## src/rtl/softex_tcdm_mp_sync.sv

```systemverilog
// Purpose : joins MP narrow 32-bit TCDM ports into one wide access; tracks per-port
//           grants and buffers per-port responses so ports may be served out of step.
// Latency : wide grant is combinational with the last port grant; response is
//           registered, in_r_valid_o rises one cycle after the last port's r_valid.
// Backpr. : at most R_DEPTH wide accesses outstanding (requests held off at the limit);
//           upstream in_r_ready_i low holds the assembled response stable.
// Option  : define SOFTEX_TCDM_MP_SYNC_ERR_EN to add the sticky err_o flag and
//           per-port ID storage for head ID consistency checking.

// Small synchronous FIFO used to buffer one narrow port's responses.
// Head is visible on o_dat whenever o_empty is low; push into a full FIFO is
// accepted only when a pop happens in the same cycle.
module softex_tcdm_mp_sync_fifo #(
  parameter int W     = 32,
  parameter int DEPTH = 2
) (
  input  logic         i_clk,
  input  logic         i_rst,
  input  logic         i_push,
  input  logic [W-1:0] i_dat,
  input  logic         i_pop,
  output logic [W-1:0] o_dat,
  output logic         o_empty
);

  localparam int AW = (DEPTH > 1) ? $clog2(DEPTH) : 1;
  localparam int CW = $clog2(DEPTH + 1);

  logic [W-1:0]  r_mem [DEPTH];
  logic [AW-1:0] r_wptr;
  logic [AW-1:0] r_rptr;
  logic [CW-1:0] r_cnt;
  logic          w_full;
  logic          w_push;
  logic          w_pop;

  assign o_empty = (r_cnt == '0);
  assign w_full  = (r_cnt == CW'(DEPTH));
  assign w_pop   = i_pop & ~o_empty;
  assign w_push  = i_push & (~w_full | w_pop);
  assign o_dat   = r_mem[r_rptr];

  // Storage write; contents need no reset because occupancy gates visibility.
  always_ff @(posedge i_clk) begin
    if (w_push) begin
      r_mem[r_wptr] <= i_dat;
    end
  end

  // Pointer and occupancy bookkeeping with wrap at DEPTH-1.
  always_ff @(posedge i_clk) begin
    if (i_rst) begin
      r_wptr <= '0;
      r_rptr <= '0;
      r_cnt  <= '0;
    end else begin
      if (w_push) begin
        r_wptr <= (r_wptr == AW'(DEPTH - 1)) ? '0 : r_wptr + AW'(1);
      end
      if (w_pop) begin
        r_rptr <= (r_rptr == AW'(DEPTH - 1)) ? '0 : r_rptr + AW'(1);
      end
      case ({w_push, w_pop})
        2'b10:   r_cnt <= r_cnt + CW'(1);
        2'b01:   r_cnt <= r_cnt - CW'(1);
        default: r_cnt <= r_cnt;
      endcase
    end
  end

endmodule

module softex_tcdm_mp_sync #(
  parameter int MP      = 4,
  parameter int IDW     = 8,
  parameter int R_DEPTH = 2
) (
  input  logic                clk_i,
  input  logic                rst_i,
  // wide side (SoftEx wrapper)
  input  logic                in_req_i,
  output logic                in_gnt_o,
  input  logic [MP*32-1:0]    in_add_i,
  input  logic                in_wen_i,
  input  logic [MP*4-1:0]     in_be_i,
  input  logic [MP*32-1:0]    in_data_i,
  input  logic [IDW-1:0]      in_id_i,
  input  logic                in_r_ready_i,
  output logic [MP*32-1:0]    in_r_data_o,
  output logic                in_r_valid_o,
  output logic [IDW-1:0]      in_r_id_o,
  // narrow side (TCDM interconnect)
  output logic [MP-1:0]       out_req_o,
  input  logic [MP-1:0]       out_gnt_i,
  output logic [MP*32-1:0]    out_add_o,
  output logic [MP-1:0]       out_wen_o,
  output logic [MP*4-1:0]     out_be_o,
  output logic [MP*32-1:0]    out_data_o,
  output logic [IDW-1:0]      out_id_o,
  output logic [MP-1:0]       out_r_ready_o,
  input  logic [MP*32-1:0]    out_r_data_i,
  input  logic [MP-1:0]       out_r_valid_i,
  input  logic [MP*IDW-1:0]   out_r_id_i
`ifdef SOFTEX_TCDM_MP_SYNC_ERR_EN
  ,
  output logic                err_o
`endif
);

  // Credit counter spans 0..R_DEPTH. A port may hold one extra pending grant
  // for the wide access still being assembled, hence the wider pending counter.
  localparam int CW = $clog2(R_DEPTH + 1);
  localparam int PW = $clog2(R_DEPTH + 2);

`ifdef SOFTEX_TCDM_MP_SYNC_ERR_EN
  localparam int NID = MP;
`else
  localparam int NID = 1;
`endif

  logic [MP-1:0] r_gnt_q;
  logic [CW-1:0] r_cnt;
  logic [PW-1:0] r_p_cnt [MP];

  logic          w_issue_ok;
  logic [MP-1:0] w_gnt_now;
  logic          w_all_g;
  logic [MP-1:0] w_push;
  logic          w_pop;
  logic          w_all_full;
  logic          w_empty    [MP];
  logic [31:0]   w_head_dat [MP];
  logic [IDW-1:0] w_head_id [NID];

  // ---------------------------------------------------------------------------
  // Payload pass-through; upstream holds it stable until the wide grant.
  // ---------------------------------------------------------------------------
  assign out_add_o  = in_add_i;
  assign out_wen_o  = {MP{in_wen_i}};
  assign out_be_o   = in_be_i;
  assign out_data_o = in_data_i;
  assign out_id_o   = in_id_i;

  // ---------------------------------------------------------------------------
  // Request issue. A port that already took its grant drops req until the
  // whole wide access is granted, so it is never issued twice.
  // ---------------------------------------------------------------------------
  assign w_issue_ok = ~rst_i & in_req_i & (r_cnt < CW'(R_DEPTH));
  assign out_req_o  = {MP{w_issue_ok}} & ~r_gnt_q;
  assign w_gnt_now  = out_gnt_i & out_req_o;
  assign w_all_g    = &(r_gnt_q | w_gnt_now);
  assign in_gnt_o   = w_issue_ok & w_all_g;

  // Responses are always accepted outside reset; buffer space is guaranteed
  // by the credit limit.
  assign out_r_ready_o = {MP{~rst_i}};

  // Remember which ports hold a grant for the access being assembled.
  always_ff @(posedge clk_i) begin
    if (rst_i) begin
      r_gnt_q <= '0;
    end else if (in_gnt_o) begin
      r_gnt_q <= '0;
    end else begin
      r_gnt_q <= r_gnt_q | w_gnt_now;
    end
  end

  // Outstanding wide accesses: +1 on wide grant, -1 on assembled pop.
  always_ff @(posedge clk_i) begin
    if (rst_i) begin
      r_cnt <= '0;
    end else begin
      case ({in_gnt_o, w_pop})
        2'b10:   r_cnt <= r_cnt + CW'(1);
        2'b01:   r_cnt <= r_cnt - CW'(1);
        default: r_cnt <= r_cnt;
      endcase
    end
  end

  // ---------------------------------------------------------------------------
  // Response collection. A response is only buffered when its port has a
  // granted transaction without answer (possibly granted this very cycle);
  // anything else is a stray beat and is discarded.
  // ---------------------------------------------------------------------------
  // Decide per port whether the incoming response beat is buffered.
  always_comb begin
    w_push = '0;
    for (int i = 0; i < MP; i++) begin
      w_push[i] = ~rst_i & out_r_valid_i[i] &
                  ((r_p_cnt[i] != '0) | w_gnt_now[i]);
    end
  end

  // Per-port count of granted narrow transactions still awaiting a response.
  always_ff @(posedge clk_i) begin
    for (int i = 0; i < MP; i++) begin
      if (rst_i) begin
        r_p_cnt[i] <= '0;
      end else if (w_gnt_now[i] & ~w_push[i]) begin
        r_p_cnt[i] <= r_p_cnt[i] + PW'(1);
      end else if (~w_gnt_now[i] & w_push[i]) begin
        r_p_cnt[i] <= r_p_cnt[i] - PW'(1);
      end
    end
  end

  // One response FIFO per narrow port. Only port 0 keeps its ID unless the
  // error option needs every head ID for the consistency check.
  for (genvar g = 0; g < MP; g++) begin : g_port
    if (g < NID) begin : g_id
      logic [IDW+31:0] w_head;

      softex_tcdm_mp_sync_fifo #(
        .W     (IDW + 32),
        .DEPTH (R_DEPTH)
      ) i_fifo (
        .i_clk   (clk_i),
        .i_rst   (rst_i),
        .i_push  (w_push[g]),
        .i_dat   ({out_r_id_i[g*IDW +: IDW], out_r_data_i[g*32 +: 32]}),
        .i_pop   (w_pop),
        .o_dat   (w_head),
        .o_empty (w_empty[g])
      );

      assign w_head_dat[g] = w_head[31:0];
      assign w_head_id[g]  = w_head[IDW+31:32];
    end else begin : g_dat
      softex_tcdm_mp_sync_fifo #(
        .W     (32),
        .DEPTH (R_DEPTH)
      ) i_fifo (
        .i_clk   (clk_i),
        .i_rst   (rst_i),
        .i_push  (w_push[g]),
        .i_dat   (out_r_data_i[g*32 +: 32]),
        .i_pop   (w_pop),
        .o_dat   (w_head_dat[g]),
        .o_empty (w_empty[g])
      );
    end
  end

`ifndef SOFTEX_TCDM_MP_SYNC_ERR_EN
  // Response IDs of ports other than 0 carry no information in this build.
  if (MP > 1) begin : g_unused_id
    logic w_unused_ids;
    assign w_unused_ids = ^out_r_id_i[MP*IDW-1:IDW];
  end
`endif

  // ---------------------------------------------------------------------------
  // Response assembly: the wide response exists once every port FIFO holds
  // an entry; all FIFOs pop together.
  // ---------------------------------------------------------------------------
  // Combine per-port FIFO state into the assembled wide response.
  always_comb begin
    w_all_full  = 1'b1;
    in_r_data_o = '0;
    for (int i = 0; i < MP; i++) begin
      w_all_full = w_all_full & ~w_empty[i];
      in_r_data_o[i*32 +: 32] = w_head_dat[i];
    end
  end

  assign in_r_valid_o = ~rst_i & w_all_full;
  assign in_r_id_o    = w_head_id[0];
  assign w_pop        = in_r_valid_o & in_r_ready_i;

`ifdef SOFTEX_TCDM_MP_SYNC_ERR_EN
  // ---------------------------------------------------------------------------
  // Sticky error: stray response beats, or port heads that disagree on the ID
  // of the wide response being presented.
  // ---------------------------------------------------------------------------
  logic r_err;
  logic w_drop;
  logic w_id_mis;

  assign w_drop = ~rst_i & |(out_r_valid_i & ~w_push);

  // Compare every head ID against port 0 while a response is presented.
  always_comb begin
    w_id_mis = 1'b0;
    for (int i = 1; i < MP; i++) begin
      if (w_head_id[i] != w_head_id[0]) begin
        w_id_mis = 1'b1;
      end
    end
    w_id_mis = w_id_mis & in_r_valid_o;
  end

  // Latch any error until reset.
  always_ff @(posedge clk_i) begin
    if (rst_i) begin
      r_err <= 1'b0;
    end else if (w_drop | w_id_mis) begin
      r_err <= 1'b1;
    end
  end

  assign err_o = r_err;
`endif

endmodule
```

## config.mk

```make
export PLATFORM = sky130hd
export DESIGN_NAME = softex_tcdm_mp_sync
export DESIGN_NICKNAME = d
export VERILOG_FILES = /design/src/rtl/softex_tcdm_mp_sync.sv
export SDC_FILE = /design/constraint.sdc
export NUM_CORES = 1
export LEC_CHECK = 0
export BUFFER_PORTS_ARGS = -buffer_cell sky130_fd_sc_hd__buf_2
export CAP_MARGIN = 0
export CORE_AREA = 2 2 345 347
export DETAILED_ROUTE_END_ITERATION = 10
export DIE_AREA = 0 0 347 349
export SLEW_MARGIN = 20
export SYNTH_ARGS = -nofsm -noshare
export SYNTH_HDL_FRONTEND = slang
export SYNTH_SLANG_ARGS = --single-unit
```

## constraint.sdc

```tcl
create_clock -name clk_i -period 13.2 [get_ports clk_i]
set_input_delay 3.96 -clock clk_i [delete_from_list [all_inputs] [get_ports clk_i]]
set_output_delay 3.96 -clock clk_i [all_outputs]
set_load 0.01 [all_outputs]
```

==> flow_metrics.py <==
metrics = {
    "run_status": {
        "status": "complete, no violations",
    },
    "place": {
        "hpwl_um": 46100,
        "routabilityCongestion": 0.666,
        "port_buffers": 293,
        "place_area_um2": 15000,
        "pre_cts_ws_ns": 3.76,
    },
    "clock_network": {
        "h-tree-depth": 2,
        "cts_buffers": 35,
        "postCtsHoldBufs": 0,
        "insertion_delay_ns": 0.55,
        "cts-root-buf": "clkbuf_16",
        "tritoncts": "yes",
        "cts_max_path_buffers": 3,
        "clk_pin_slew_ns": 0.05,
        "cts_setup_buffers": 0,
        "ctsResizeCount": 0,
        "cts.sinks": 306,
    },
    "cells_and_area": {
        "n_fill_cell": 13100,
        "drive_gt1_frac": 0.525,
        "final_common_cell": "buf_2",
        "seq_area_um2": 8930,
        "final_cell_mix": "293 x buf_2, 280 x edfxtp_1, 136 x mux2_2",
        "num-nets-final": 1405,
        "multi_input_area_um2": 2560,
        "fin_area_um2": 16200,
        "syn2layout_area_growth_pct": 17.5,
    },
    "power_and_ir_drop": {
        "p_leak_uw": 0.00543,
        "cellPowerDensity_nw_per_um2": 137,
        "power_frac_comb": 0.068,
        "clkPwrFrac": 0.425,
        "power_switching_uw": 495,
        "switching_share": 0.224,
        "ir_drop_uv": 93.8,
        "pwr-share-seq": 0.507,
        "power.internal_uw": 1710,
    },
    "floorplan": {
        "core-area_um2": 117000,
        "dieWidth_um": 347,
        "die_area_um2": 121000,
        "die_height_um": 349,
        "start_util": 0.117,
        "rows": 126,
        "ios": 883,
    },
    "yosys": {
        "synth_top_family_by_area": "buffers and inverters",
        "postSynthAreaPerCell_um2": 15.1,
        "synth_fa_ha_area_frac": 0.00637,
        "synth_top_area_frac": 0.612,
        "synthSimpleGateAreaFrac": 0.0340,
        "netlist_instances": 912,
        "synth_compound_area_frac": 0.0161,
        "synth_ff_type": "edfxtp_1",
        "synth_mux_area_frac": 0.117,
        "ys_types": 43,
        "yosys_warnings": 0,
        "synth_edf_count": 280,
        "ys_seq_area_frac": 0.650,
        "synth_xor_area_frac": 0.00892,
        "yosys-top-cells-area": "edfxtp_1 61%, buf_4 16%, mux2_2 11%",
        "async_flop_share": 0,
        "yosys_register_bits": 306,
        "syn_area_um2": 13700,
        "synth_nets": 1372,
        "synth_top_area_cell": "edfxtp_1",
    },
    "global_routing": {
        "overflow": 0,
        "grt_max_degree": 41,
        "grt_pass1_wl_um": 70700,
        "antenna_found_initial": 15,
        "grt.total_usage": 0.0883,
        "grt_pass1_vias": 7293,
    },
    "sta": {
        "clock_skew_ns": 0.0189,
        "finalSetupViolations": 0,
        "tns_ns": 0,
        "worst_slew_pin_slew_ns": 1.07,
        "final-hold-violation-count": 0,
        "slew_viol_final": 0,
        "max_slew_margin": 0.285,
        "rsz0062_at_grt": "no",
        "worst_slack_ns": 3.78,
        "max_freq_mhz": 106,
        "period_minus_slack_ns": 9.42,
        "holdWs_ns": 0.500,
        "period_share": 0.714,
    },
    "hold_path": {
        "min_from": "g_port[2].g_dat.i_fifo.r_wptr",
        "holdPathEnd": "g_port[2].g_dat.i_fifo.r_wptr",
        "hold_class": "flip-flop to flip-flop",
        "holdPathStages": 1,
    },
    "critical_path": {
        "crit_required_ns": 9.24,
        "r2r_cells": 4,
        "r2r_end": "g_port[1].g_dat.i_fifo.r_mem[0][27]",
        "r2r_setup_slack_ns": 10.37,
        "cp-end-kind": "primary output",
        "crit_fanout": 30,
        "critical_path_arrival_ns": 5.46,
        "worstSetupPathType": "input pin to primary output",
        "r2r-start": "r_cnt[1]",
        "cp-start-kind": "input pin",
    },
    "drt": {
        "wl_um": 56400,
        "drtIter0Drc": 403,
        "drc": 0,
        "wire_per_inst_um": 22.4,
        "via_per_inst": 2.87,
        "vias": 7211,
        "drtPass1Iterations": 4,
        "detail-route-antenna-nets": 0,
    },
    "run": {
        "drv_cap": 0,
    },
}
[through the flow]
step	total power [uW]	cells	utilization
after floorplan	1290	912	-
after global placement	1290	2443	0.128
after detailed placement	1290	2443	0.128
after CTS	2260	2506	0.137
after global routing	2300	2507	0.137
final	2210	2513	0.138
[worst max-delay path by stage]
| stage | startpoint | endpoint | slack [ns] | depth (start not counted) |
|---|---|---|---|---|
| finish | rst_i | in_gnt_o | 3.78 | 4 |
| floorplan | rst_i | in_gnt_o | 4.39 | 3 |
| detailed placement | rst_i | in_gnt_o | 3.76 | 4 |
| global placement | rst_i | in_gnt_o | 3.77 | 4 |
| global route | rst_i | in_gnt_o | 3.70 | 4 |
| CTS | rst_i | in_gnt_o | 3.76 | 4 |
[Yosys cell counts, drive strengths merged, types with 7 or more instances]
master and instances:
inv 16, or3 7, nand2 10, dfxtp 26
nand2b 7, mux2i 8, mux2 136, o21ai 7
clkbuf 7, xnor2 10, edfxtp 280, a21oi 12
nor2 30, ha 7, nand3 9, buf 302
[per-layer routing]
| layer | up-vias | global-route usage | wire [um] |
|---|---|---|---|
| met2 | 634 | 0.138 | 25400 |
| met1 | 3351 | 0.0881 | 19200 |
| met4 | 8 | 0.0290 | 1720 |
| li1 | 3066 | - | - |
| met3 | 152 | 0.0704 | 9940 |
| met5 | - | 0.00640 | 151 |
[final cells by class]
class | instances | area share
flip-flops and latches | 306 | 0.553
multi-input cells | 281 | 0.158
well taps | 1536 | 0.119
repair buffers | 305 | 0.0971
clock buffers | 48 | 0.0592
clock inverters | 15 | 0.00860
inverters | 16 | 0.00372
diodes | 6 | 0.000930
[sequential cells by signal (all words and copies together) (netlist names), named ones only]
| register | count |
|---|---|
| g_port.g_dat.i_fifo.r_cnt | 6 |
| g_port.g_dat.i_fifo.r_mem | 192 |
| g_port.g_dat.i_fifo.r_rptr | 3 |
| g_port.g_dat.i_fifo.r_wptr | 3 |
| g_port.g_id.i_fifo.r_cnt | 2 |
| g_port.g_id.i_fifo.r_mem | 80 |
| g_port.g_id.i_fifo.r_rptr | 1 |
| g_port.g_id.i_fifo.r_wptr | 1 |
| r_cnt | 2 |
| r_gnt_q | 4 |
| r_p_cnt | 8 |
[cell families (layout without fill, tap and decap cells)]
family          after synthesis  in the layout
buf+inv                     325            384
flops                       306            306
mux                         144            144
simple gates                 84             84
compound gates               32             32
xor+xnor                     14             14
fa+ha+maj                     7              7
other cells                   0              6
[power groups by stage]
stage	Combinational [uW]	Clock (uW)	Sequential, uW
finish	150	939	1120
global route	167	1010	1120
CTS	156	984	1120
detailed placement	156	0	1140
global placement	152	0	1140
floorplan	158	0	1140
[critical path: stages]
cell and delay [ns]:
buf_2 0.28, or3b_1 0.54, nor3_1 0.33, buf_2 0.33
Power figures use the tool's default switching activity.
